**config.mk**
```make
export PLATFORM = sky130hd
export DESIGN_NAME = led_mmio_ctrl_flat
export DESIGN_NICKNAME = d
export VERILOG_FILES = /design/src/rtl/led_mmio_ctrl_if.sv /design/src/rtl/led_mmio_ctrl.sv /design/src/flat_wrapper.sv
export SDC_FILE = /design/constraint.sdc
export NUM_CORES = 1
export LEC_CHECK = 0
export CAP_MARGIN = 20
export CORE_ASPECT_RATIO = 0.7
export CORE_UTILIZATION = 40
export CTS_CLUSTER_DIAMETER = 100
export DETAILED_ROUTE_END_ITERATION = 8
export HOLD_SLACK_MARGIN = 0.12
export PLACE_DENSITY_LB_ADDON = 0.3
export SETUP_SLACK_MARGIN = 0.4
export SLEW_MARGIN = 20
export SYNTH_ARGS = -nofsm -noshare
export SYNTH_HDL_FRONTEND = slang
export SYNTH_SLANG_ARGS = --single-unit
```
**constraint.sdc**
```tcl
create_clock -name CLOCK_50 -period 5.2 [get_ports CLOCK_50]
set_clock_uncertainty 0.05 [all_clocks]
set_input_delay 0.52 -clock CLOCK_50 [delete_from_list [all_inputs] [get_ports CLOCK_50]]
set_output_delay 0.52 -clock CLOCK_50 [all_outputs]
set_load 0.02 [all_outputs]
```
**src/rtl/led_mmio_ctrl_if.sv**
```systemverilog
// ----------------------------------------------------------------------------
// led_mmio_ctrl_if
//   Load/store bus between the core's data-memory port and the LED peripheral.
//   master : core side (drives request, receives ready/rdata/rvalid)
//   slave  : peripheral side
//   bus_valid  request this cycle        bus_ready  accepted (combinational)
//   bus_we     1 = store, 0 = load       bus_addr   byte address
//   bus_wdata  store data                bus_wstrb  store byte enables
//   bus_rdata  load data                 bus_rvalid one-cycle load-data pulse
// ----------------------------------------------------------------------------
interface led_mmio_ctrl_if;
   logic        bus_valid;
   logic        bus_ready;
   logic        bus_we;
   logic [31:0] bus_addr;
   logic [31:0] bus_wdata;
   logic [3:0]  bus_wstrb;
   logic [31:0] bus_rdata;
   logic        bus_rvalid;

   modport master (
      output bus_valid, bus_we, bus_addr, bus_wdata, bus_wstrb,
      input  bus_ready, bus_rdata, bus_rvalid
   );

   modport slave (
      input  bus_valid, bus_we, bus_addr, bus_wdata, bus_wstrb,
      output bus_ready, bus_rdata, bus_rvalid
   );
endinterface

```
**src/rtl/led_mmio_ctrl.sv**
```systemverilog
// ----------------------------------------------------------------------------
// led_mmio_ctrl
//   Memory-mapped LED output peripheral. Software sets, clears, toggles and
//   blinks LEDs through a 32-byte register window; a tick prescaler and a
//   period counter generate the blink phase.
//   CLOCK_50 : system clock, rising edge
//   rst      : asynchronous active-high reset
//   bus      : load/store slave port (led_mmio_ctrl_if.slave)
//   led      : registered LED drive, active-high
//   Register map (offset = addr[4:2]):
//     0x00 DATA  RW   0x04 SET  W1S   0x08 CLR  W1C   0x0C TGL  W1T
//     0x10 BMASK RW   0x14 PERIOD RW  0x18 STATUS RO  0x1C reserved
// ----------------------------------------------------------------------------
module led_mmio_ctrl #(
   parameter logic [31:0] BASE_ADDR  = 32'h1000_0000,
   parameter int unsigned LED_W      = 18,
   parameter int unsigned PRESCALE   = 50000,
   parameter logic [15:0] DEF_PERIOD = 16'd500
) (
   input  logic               CLOCK_50,
   input  logic               rst,
   led_mmio_ctrl_if.slave     bus,
   output logic [LED_W-1:0]   led
);

   localparam int unsigned     PRE_W   = (PRESCALE > 2) ? $clog2(PRESCALE) : 1;
   localparam logic [PRE_W-1:0] PRE_MAX = PRE_W'(PRESCALE - 1);

   localparam logic [2:0] OFF_DATA   = 3'd0;
   localparam logic [2:0] OFF_SET    = 3'd1;
   localparam logic [2:0] OFF_CLR    = 3'd2;
   localparam logic [2:0] OFF_TGL    = 3'd3;
   localparam logic [2:0] OFF_BMASK  = 3'd4;
   localparam logic [2:0] OFF_PERIOD = 3'd5;
   localparam logic [2:0] OFF_STATUS = 3'd6;

   // State
   logic [LED_W-1:0] data_q,     data_d;
   logic [LED_W-1:0] bmask_q,    bmask_d;
   logic [15:0]      period_q,   period_d;
   logic [PRE_W-1:0] pre_q,      pre_d;
   logic [15:0]      tick_cnt_q, tick_cnt_d;
   logic             phase_q,    phase_d;
   logic [LED_W-1:0] led_q,      led_d;
   logic [31:0]      rdata_q,    rdata_d;
   logic             rvalid_q,   rvalid_d;

   // Decode
   logic [31:0]      rel_addr;
   logic             sel;
   logic [2:0]       off;
   logic             accept;
   logic             wr_acc;
   logic             rd_acc;
   logic [31:0]      wmask;
   logic [31:0]      eff;
   logic [LED_W-1:0] eff_led;
   logic [LED_W-1:0] mask_led;
   logic             tick;
   logic [31:0]      rd_val;
   logic             unused_bits;

   // Window decode; subtraction keeps it correct for any BASE_ADDR alignment
   assign rel_addr = bus.bus_addr - BASE_ADDR;
   assign sel      = (bus.bus_addr >= BASE_ADDR) && (rel_addr[31:5] == 27'd0);
   assign off      = rel_addr[4:2];

   // Reset gating keeps a request on the reset-release edge from being accepted
   assign accept   = bus.bus_valid & sel & ~rst;
   assign wr_acc   = accept &  bus.bus_we;
   assign rd_acc   = accept & ~bus.bus_we;

   assign wmask    = {{8{bus.bus_wstrb[3]}}, {8{bus.bus_wstrb[2]}},
                      {8{bus.bus_wstrb[1]}}, {8{bus.bus_wstrb[0]}}};
   assign eff      = bus.bus_wdata & wmask;
   assign eff_led  = eff[LED_W-1:0];
   assign mask_led = wmask[LED_W-1:0];

   assign tick     = (pre_q == PRE_MAX);

   assign unused_bits = ^{rel_addr[1:0], eff, wmask};

   // Read mux over current register contents
   always_comb begin
      rd_val = 32'd0;
      case (off)
         OFF_DATA:   rd_val = 32'(data_q);
         OFF_BMASK:  rd_val = 32'(bmask_q);
         OFF_PERIOD: rd_val = {16'd0, period_q};
         OFF_STATUS: rd_val = {15'd0, phase_q, tick_cnt_q};
         default:    rd_val = 32'd0;
      endcase
   end

   // Next-state for registers, blink timebase and bus response
   always_comb begin
      data_d     = data_q;
      bmask_d    = bmask_q;
      period_d   = period_q;
      pre_d      = tick ? '0 : pre_q + PRE_W'(1);
      tick_cnt_d = tick_cnt_q;
      phase_d    = phase_q;
      rdata_d    = rdata_q;
      rvalid_d   = rd_acc;

      // Blink timebase
      if (period_q == 16'd0) begin
         tick_cnt_d = 16'd0;
         phase_d    = 1'b0;
      end else if (tick) begin
         if (tick_cnt_q == period_q - 16'd1) begin
            tick_cnt_d = 16'd0;
            phase_d    = ~phase_q;
         end else begin
            tick_cnt_d = tick_cnt_q + 16'd1;
         end
      end

      // Register writes
      if (wr_acc) begin
         case (off)
            OFF_DATA:   data_d  = (data_q  & ~mask_led) | eff_led;
            OFF_SET:    data_d  = data_q | eff_led;
            OFF_CLR:    data_d  = data_q & ~eff_led;
            OFF_TGL:    data_d  = data_q ^ eff_led;
            OFF_BMASK:  bmask_d = (bmask_q & ~mask_led) | eff_led;
            OFF_PERIOD: begin
               // Restart the timebase; phase holds unless blinking is disabled
               period_d   = (period_q & ~wmask[15:0]) | eff[15:0];
               pre_d      = '0;
               tick_cnt_d = 16'd0;
               phase_d    = (period_d == 16'd0) ? 1'b0 : phase_q;
            end
            default: ;
         endcase
      end

      if (rd_acc) begin
         rdata_d = rd_val;
      end

      // led follows the registers with one cycle of latency
      led_d = data_q ^ (bmask_q & {LED_W{phase_q}});
   end

   // State registers
   always_ff @(posedge CLOCK_50 or posedge rst) begin
      if (rst) begin
         data_q     <= '0;
         bmask_q    <= '0;
         period_q   <= DEF_PERIOD;
         pre_q      <= '0;
         tick_cnt_q <= 16'd0;
         phase_q    <= 1'b0;
         led_q      <= '0;
         rdata_q    <= 32'd0;
         rvalid_q   <= 1'b0;
      end else begin
         data_q     <= data_d;
         bmask_q    <= bmask_d;
         period_q   <= period_d;
         pre_q      <= pre_d;
         tick_cnt_q <= tick_cnt_d;
         phase_q    <= phase_d;
         led_q      <= led_d;
         rdata_q    <= rdata_d;
         rvalid_q   <= rvalid_d;
      end
   end

   assign bus.bus_ready  = accept;
   assign bus.bus_rdata  = rdata_q;
   assign bus.bus_rvalid = rvalid_q;
   assign led            = led_q;

endmodule

```
**src/flat_wrapper.sv**
```systemverilog
// flat-port wrapper written by rule: the top's interface ports become plain ports
module led_mmio_ctrl_flat 
#(
   parameter logic [31:0] BASE_ADDR  = 32'h1000_0000,
   parameter int unsigned LED_W      = 18,
   parameter int unsigned PRESCALE   = 50000,
   parameter logic [15:0] DEF_PERIOD = 16'd500
)
  (CLOCK_50, rst, led, bus_bus_valid, bus_bus_we, bus_bus_addr, bus_bus_wdata, bus_bus_wstrb, bus_bus_ready, bus_bus_rdata, bus_bus_rvalid);
  led_mmio_ctrl_if bus_i ();
  input  logic CLOCK_50;
  input  logic rst;
  output logic [LED_W-1:0] led;
  input wire logic [$bits(bus_i.bus_valid)-1:0] bus_bus_valid;
  input wire logic [$bits(bus_i.bus_we)-1:0] bus_bus_we;
  input wire logic [$bits(bus_i.bus_addr)-1:0] bus_bus_addr;
  input wire logic [$bits(bus_i.bus_wdata)-1:0] bus_bus_wdata;
  input wire logic [$bits(bus_i.bus_wstrb)-1:0] bus_bus_wstrb;
  output wire logic [$bits(bus_i.bus_ready)-1:0] bus_bus_ready;
  output wire logic [$bits(bus_i.bus_rdata)-1:0] bus_bus_rdata;
  output wire logic [$bits(bus_i.bus_rvalid)-1:0] bus_bus_rvalid;
  assign bus_i.bus_valid = bus_bus_valid;
  assign bus_i.bus_we = bus_bus_we;
  assign bus_i.bus_addr = bus_bus_addr;
  assign bus_i.bus_wdata = bus_bus_wdata;
  assign bus_i.bus_wstrb = bus_bus_wstrb;
  assign bus_bus_ready = bus_i.bus_ready;
  assign bus_bus_rdata = bus_i.bus_rdata;
  assign bus_bus_rvalid = bus_i.bus_rvalid;
  led_mmio_ctrl #(.BASE_ADDR(BASE_ADDR), .LED_W(LED_W), .PRESCALE(PRESCALE), .DEF_PERIOD(DEF_PERIOD)) u_core (.CLOCK_50(CLOCK_50), .rst(rst), .bus(bus_i), .led(led));
endmodule
```
### Word level (Yosys, flattened, before mapping)

Cells that the tools add are included.

* reductions and logical operators: 9
* add/sub/neg operators: 4
* eq/ne operators: 9
* $lt $le $gt $ge: 1
* mux-type cells: 16
* bitwise gates (word level): 22

Operators by type and width (number)
* 18-bit one-hot mux with 4 select lines: 2
* 16-bit two-way mux: 8
* 18-bit AND: 5
* 18-bit OR: 3
* 18-bit inverter: 2
* 18-bit XOR: 2
* 16-bit by 1-bit adder with 16-bit output, second input constant: 2
* 32-bit by 29-bit >= comparator with 1-bit output, second input constant: 1
* 16-bit zero test: 2
* 32-bit by 29-bit subtractor with 32-bit output, second input constant: 1
* 27-bit zero test: 1
* 16-bit AND: 1
* 16-bit equality test: 1
* 16-bit equality test, second input constant: 1
* 16-bit inverter: 1
* 16-bit OR: 1
* 16-bit by 1-bit subtractor with 16-bit output, second input constant: 1
* 3-bit equality test, second input constant: 3
* 3-bit by 2-bit equality test with 1-bit output, second input constant: 2
* 1-bit two-way mux: 6
* 2-bit AND reduction: 3
* 1-bit AND: 4
* 4-bit nonzero test: 1
* 3-bit by 1-bit equality test with 1-bit output, second input constant: 1
* 4 further kinds: 6

* output and inout port bits: 52
* bits in registers: 136

### Depth between registers and ports, before layout

* depth in word-level cells: 7
* mapped depth: 12
* gate-level depth less buffers: 9

### Worst setup path before layout

No wires, ideal clock.

* kind: input to register
* start point: input port bus_bus_addr[28]
* end point: register u_core.data_q[11]
* slack: 2446 ps
* cell stages on the path: 10
* data arrival time: 2583 ps
* cells stage by stage: inv_1 -> ha_1 -> nor4bb_1 -> nand4_1 -> nor2_1 -> nand2_1 -> nor2_1 -> clkbuf_1 -> o21ai_1 -> a22o_1

* longest elaborated chain between the ends: 7
* elaborated cells between the ends (all ways): 8
* classes of those cells: add/sub (1); order compare (1); bitwise (3); reduce/logical (3)

RTL lines
* start: declaration: RTL line flat_wrapper.sv:16 `input wire logic [$bits(bus_i.bus_addr)-1:0] bus_bus_addr;`
* 32-bit by 29-bit subtractor with 32-bit output: RTL line led_mmio_ctrl.sv:64 `assign rel_addr = bus.bus_addr - BASE_ADDR;`
* 27-bit zero test: RTL line led_mmio_ctrl.sv:65 `assign sel = (bus.bus_addr >= BASE_ADDR) && (rel_addr[31:5] == 27'd0);`
* 1-bit logical AND (*): RTL line led_mmio_ctrl.sv:65
* 1-bit AND (*) (2 in a row): RTL line led_mmio_ctrl.sv:69 `assign accept = bus.bus_valid & sel & ~rst;`
* named net bus_bus_ready: RTL line flat_wrapper.sv:19 `output wire logic [$bits(bus_i.bus_ready)-1:0] bus_bus_ready;`
* 1-bit AND (*): RTL line led_mmio_ctrl.sv:70 `assign wr_acc = accept & bus.bus_we;`
* 2-bit AND reduction (no source line) (*)
* end signal: assignment: RTL line led_mmio_ctrl.sv:159 `data_q <= data_d;`
* end: declaration: RTL line led_mmio_ctrl.sv:38 `logic [LED_W-1:0] data_q, data_d;`

The timed path passes the listed nets; every way through them passes the cells marked *.
A chain may end at the register's enable or synchronous reset.

### Worst setup path after layout

* start point: input port bus_bus_addr[28]
* end point: output port bus_bus_ready

* longest elaborated chain between the ends: 5
* elaborated cells between the ends (all ways): 6
* classes of those cells: add/sub (1); order compare (1); bitwise (2); reduce/logical (2)

RTL lines (RTL line)
* 32-bit by 29-bit subtractor with 32-bit output: led_mmio_ctrl.sv:64
* 27-bit zero test: led_mmio_ctrl.sv:65
* 1-bit logical AND (*): led_mmio_ctrl.sv:65
* 1-bit AND (*) (2 in a row): led_mmio_ctrl.sv:69
* end: declaration: flat_wrapper.sv:19

Every way passes the cells marked *; elsewhere a longest branch is shown, timed or not.

==> report_table.html <==
<table>
<tr><th>Metric</th><th>Value</th></tr>
<tr><th colspan="2">Run status</th></tr>
<tr><td>Outcome</td><td>finished clean</td></tr>
<tr><th colspan="2">Yosys</th></tr>
<tr><td>Synth cell types</td><td>62</td></tr>
<tr><td>Yosys reg bits</td><td>122</td></tr>
<tr><td>Number of enable flip-flop cells after synthesis</td><td>0</td></tr>
<tr><td>Post-synthesis sequential area ratio</td><td>45.1%</td></tr>
<tr><td>Post-synthesis area per instance</td><td>9.88 µm²</td></tr>
<tr><td>Count of synthesis-stage warnings from yosys</td><td>0</td></tr>
<tr><td>Dominant synthesized flop cell</td><td>dfrtp_1</td></tr>
<tr><td>Summed instance area of the synthesized netlist</td><td>6790 µm²</td></tr>
<tr><td>Syn Inst Count</td><td>687</td></tr>
<tr><td>Async S/R FF share, synth</td><td>100%</td></tr>
<tr><th colspan="2">STA</th></tr>
<tr><td>Final worst path period share</td><td>69.2%</td></tr>
<tr><td>Count of endpoints failing hold in the final timing report</td><td>0</td></tr>
<tr><td>Unrepaired setup endpoints after global routing</td><td>no</td></tr>
<tr><td>Count of final setup violators</td><td>0</td></tr>
<tr><td>Upper clock frequency limit</td><td>278 MHz</td></tr>
<tr><td>Final critical path time including I/O delays and setup</td><td>3.60 ns</td></tr>
<tr><td>Total negative slack</td><td>0 ns</td></tr>
<tr><td>Transition time of the tightest slew-check pin</td><td>0.901 ns</td></tr>
<tr><td>Final Hold Slack</td><td>0.409 ns</td></tr>
<tr><td>Max Transition Viols Final</td><td>0</td></tr>
<tr><td>Relative max-transition margin</td><td>39.4%</td></tr>
<tr><th colspan="2">Clock tree</th></tr>
<tr><td>CTS sink count</td><td>122</td></tr>
<tr><td>Setup Fix Bufs, Post-CTS</td><td>0</td></tr>
<tr><td>Number of gates resized after cts</td><td>0</td></tr>
<tr><td>Number of buffers created by CTS</td><td>17</td></tr>
<tr><td>Hold buffer count at CTS</td><td>0</td></tr>
<tr><td>Clk Latency, worst-skew pair</td><td>0.43 ns</td></tr>
<tr><td>Clock tree from TritonCTS</td><td>done</td></tr>
<tr><td>Count of H-tree levels built during CTS</td><td>4</td></tr>
<tr><td>Clk Tree Root Cell</td><td>clkbuf_16</td></tr>
<tr><td>Clock transition at the registers of the reported paths</td><td>0.06 ns</td></tr>
<tr><td>Deepest clock path buffer count</td><td>2</td></tr>
<tr><th colspan="2">Detailed routing</th></tr>
<tr><td>Number of iterations in the first detailed-routing pass</td><td>7</td></tr>
<tr><td>Final routed wirelength across all metal layers</td><td>18,500 µm</td></tr>
<tr><td>Average wire per standard cell</td><td>18.5 µm</td></tr>
<tr><td>Per-cell via count in the routed design</td><td>5.64</td></tr>
<tr><td>Number of DRC markers after the initial detailed-route iteration</td><td>440</td></tr>
<tr><td>Residual DRC</td><td>0</td></tr>
<tr><td>Post-route ant nets</td><td>0</td></tr>
<tr><td>Total via count after detailed routing</td><td>5,656</td></tr>
<tr><th colspan="2">Worst setup path</th></tr>
<tr><td>Highest net fanout along the worst path</td><td>7</td></tr>
<tr><td>Ordered list of cells on the worst path</td><td>clkdlybuf4s50_1 -&gt; inv_1 -&gt; ha_1 -&gt; nor4bb_1 -&gt; nand4_1 -&gt; nor2_1 -&gt; clkdlybuf4s50_1</td></tr>
<tr><td>Capturing element type of the critical path</td><td>output port</td></tr>
<tr><td>Critical path's most frequent cell</td><td>clkdlybuf4s50_1</td></tr>
<tr><td>Delay of the slowest cell on the worst path</td><td>0.74 ns</td></tr>
<tr><td>Kind of start point of the critical path</td><td>input port</td></tr>
<tr><td>Top Family by Delay on Critical Path</td><td>buffers and inverters</td></tr>
<tr><td>Stages on worst setup path</td><td>7</td></tr>
<tr><td>Critical Path AT</td><td>3.03 ns</td></tr>
<tr><td>Classification of the worst setup path</td><td>in2out</td></tr>
<tr><td>Worst-path cell with the longest stage delay</td><td>clkdlybuf4s50_1</td></tr>
<tr><td>Critical path buffer and inverter count</td><td>3</td></tr>
<tr><td>Data required time of the worst path</td><td>4.63 ns</td></tr>
<tr><td>Reg2Reg Depth</td><td>7</td></tr>
<tr><th colspan="2">Flow run</th></tr>
<tr><td>Number of maximum-capacitance constraint violations</td><td>0</td></tr>
<tr><th colspan="2">Floorplan</th></tr>
<tr><td>Placement Rows</td><td>39</td></tr>
<tr><td>Die Y-Extent</td><td>111 µm</td></tr>
<tr><td>I/O pin cnt</td><td>124</td></tr>
<tr><td>Core outline area</td><td>16,400 µm²</td></tr>
<tr><td>Starting Density</td><td>41.3%</td></tr>
<tr><td>Die area</td><td>17,500 µm²</td></tr>
<tr><td>Overall die width</td><td>158 µm</td></tr>
<tr><th colspan="2">Finish</th></tr>
<tr><td>Final nets</td><td>859</td></tr>
<tr><td>Post-synthesis to final-layout area growth</td><td>23.8%</td></tr>
<tr><td># diodes</td><td>0</td></tr>
<tr><td>Commonest non-fill, non-tap cell in the layout</td><td>dfrtp_1</td></tr>
<tr><td>Utilization after layout</td><td>51.1%</td></tr>
<tr><td>Fraction of final layout cells sized beyond drive strength 1</td><td>12.6%</td></tr>
<tr><td>Highest-count cells in the layout ignoring fill and taps</td><td>dfrtp_1, clkdlybuf4s50_1, nand2_1, nor2_1, xnor2_1</td></tr>
<tr><td>Non-filler instance count after layout</td><td>1,003</td></tr>
<tr><th colspan="2">Global routing</th></tr>
<tr><td>Total global-route track usage</td><td>22.3%</td></tr>
<tr><td>Met2 layer usage reported by global route</td><td>33.2%</td></tr>
<tr><td>GR met3 Demand/Resource</td><td>4.50%</td></tr>
<tr><td>Remaining global-route overflow</td><td>0</td></tr>
<tr><td>Global-route wire length before repair</td><td>30,100 µm</td></tr>
<tr><td>Vias in the first global route</td><td>5,686</td></tr>
<tr><td>Layer carrying the most global-route usage</td><td>met2</td></tr>
<tr><td>Maximum number of pins on one net before global-route repair</td><td>88</td></tr>
<tr><td>Number of antenna violations at the first check in global routing</td><td>0</td></tr>
<tr><td>Met1 usage</td><td>32.2%</td></tr>
<tr><th colspan="2">Placement</th></tr>
<tr><td>Port Buf Inserts</td><td>92</td></tr>
<tr><td>Half-perimeter wire length after placement</td><td>13,100 µm</td></tr>
<tr><td>Placed cell count</td><td>971</td></tr>
<tr><td>RePlAce Congestion</td><td>0.845</td></tr>
<tr><th colspan="2">Power</th></tr>
<tr><td>Peak supply drop</td><td>0.179 mV</td></tr>
<tr><td>Power density relative to cell area</td><td>262 nW/µm²</td></tr>
<tr><td>Static leakage</td><td>0.00362 µW</td></tr>
<tr><td>Total design power</td><td>2200 µW</td></tr>
<tr><th colspan="2">Hold path</th></tr>
<tr><td>Class of the tightest hold or removal check</td><td>reg2reg</td></tr>
<tr><td>Hold path cells</td><td>1</td></tr>
</table>
## cells in the mapped netlist, types with 2 or more instances
| master | number | share of area, % |
|---|---|---|
| dfrtp_1 | 116 | 43 |
| nor2_1 | 70 | 3.9 |
| nand2_1 | 78 | 4.3 |
| a221o_1 | 2 | 0.29 |
| nor4_2 | 2 | 0.37 |
| nor3b_1 | 5 | 0.55 |
| and4_1 | 3 | 0.39 |
| inv_1 | 20 | 1.1 |
| and3_2 | 2 | 0.22 |
| o21ai_1 | 2 | 0.15 |
| a32o_1 | 8 | 1.2 |
| a21oi_1 | 5 | 0.37 |
| nor4_1 | 10 | 0.92 |
| clkbuf_1 | 30 | 1.7 |
| a31oi_1 | 21 | 1.9 |
| xnor2_1 | 45 | 5.8 |
| mux2_2 | 35 | 5.8 |
| nor3_1 | 4 | 0.29 |
| and2_1 | 2 | 0.18 |
| or2_2 | 2 | 0.18 |
| and3b_1 | 2 | 0.26 |
| buf_4 | 16 | 1.8 |
| mux2i_1 | 13 | 1.9 |
| buf_2 | 2 | 0.15 |
| xor2_1 | 18 | 2.3 |
| nor2b_1 | 6 | 0.55 |
| nand3_1 | 19 | 1.4 |
| and3_1 | 10 | 0.92 |
| dfstp_2 | 6 | 2.3 |
| nor4b_1 | 2 | 0.26 |
| ha_1 | 22 | 4.1 |
| a22o_1 | 10 | 1.3 |
| a22oi_1 | 33 | 3.6 |
| nand4_1 | 11 | 1.0 |
| nor4bb_1 | 3 | 0.44 |
| o21ai_0 | 16 | 1.2 |
| buf_1 | 3 | 0.17 |
| o211ai_1 | 8 | 0.88 |
| nand4b_1 | 2 | 0.26 |
## layout make-up
type	instances	area (µm²)
Clock buffer	18	429
Timing Repair Buffer	99	973
Fill cell	1501	8040
Tap cell	225	282
Inverter	20	80.1
Multi-Input combinational cell	505	3450
Clock inverter	14	125
Sequential cell	122	3060
## routing by layer
layer / part of all wire [%] / vias up
li1: - / 2575
met1: 47 / 2888
met2: 46 / 165
met3: 5.4 / 28
met4: 1.6 / 0
met5: 0 / -
## where the power goes
| part | switching (µW) | total [µW] | internal (µW) |
|---|---|---|---|
| clock network | 460 | 1120 | 657 |
| registers | 0.000296 | 950 | 950 |
| logic | 82.3 | 136 | 54.0 |
## cell families after synthesis
kind of cell	count (synthesis)	share of synthesized area (%)
buffers and inverters	73	5.09
DFF	122	45.1
other	1	0.0552
xor gates and xnor gates	63	8.13
AOI/OAI and AO/OA	115	12.2
and+or+nand+nor	243	17.7
muxes	48	7.72
adders and majority gates	22	4.06
## worst paths after layout
path	startpoint	end	slack, ns
setup reg to reg	u_core.period_q[3]	u_core.tick_cnt_q[13]	2.17
setup / recovery	bus_bus_addr[28]	bus_bus_ready	1.60
hold / removal	u_core.pre_q[0]	u_core.pre_q[0]	0.41
max in group asynchronous	rst	u_core.period_q[6]	3.50
min in group asynchronous	rst	u_core.bus.bus_rdata[16]	0.61
hold reg to reg	u_core.pre_q[0]	u_core.pre_q[0]	0.41
## worst reg2reg max path: cells and delay by family (launching register included)
kind	cells	cell delay, ns
DFF	1	0.49
and+or+nand+nor	6	2.24
AOI/OAI and AO/OA	1	0.11
## metrics by stage
stage | setup WS (ns) | area [µm²]
after global routing | 1.50 | 8400
final | 1.60 | 8400
after detailed placement | 1.67 | 7850
after floorplan | 1.40 | 6840
after global placement | 1.76 | 7840
after CTS | 1.67 | 8400
Power figures use the tool's default switching activity.
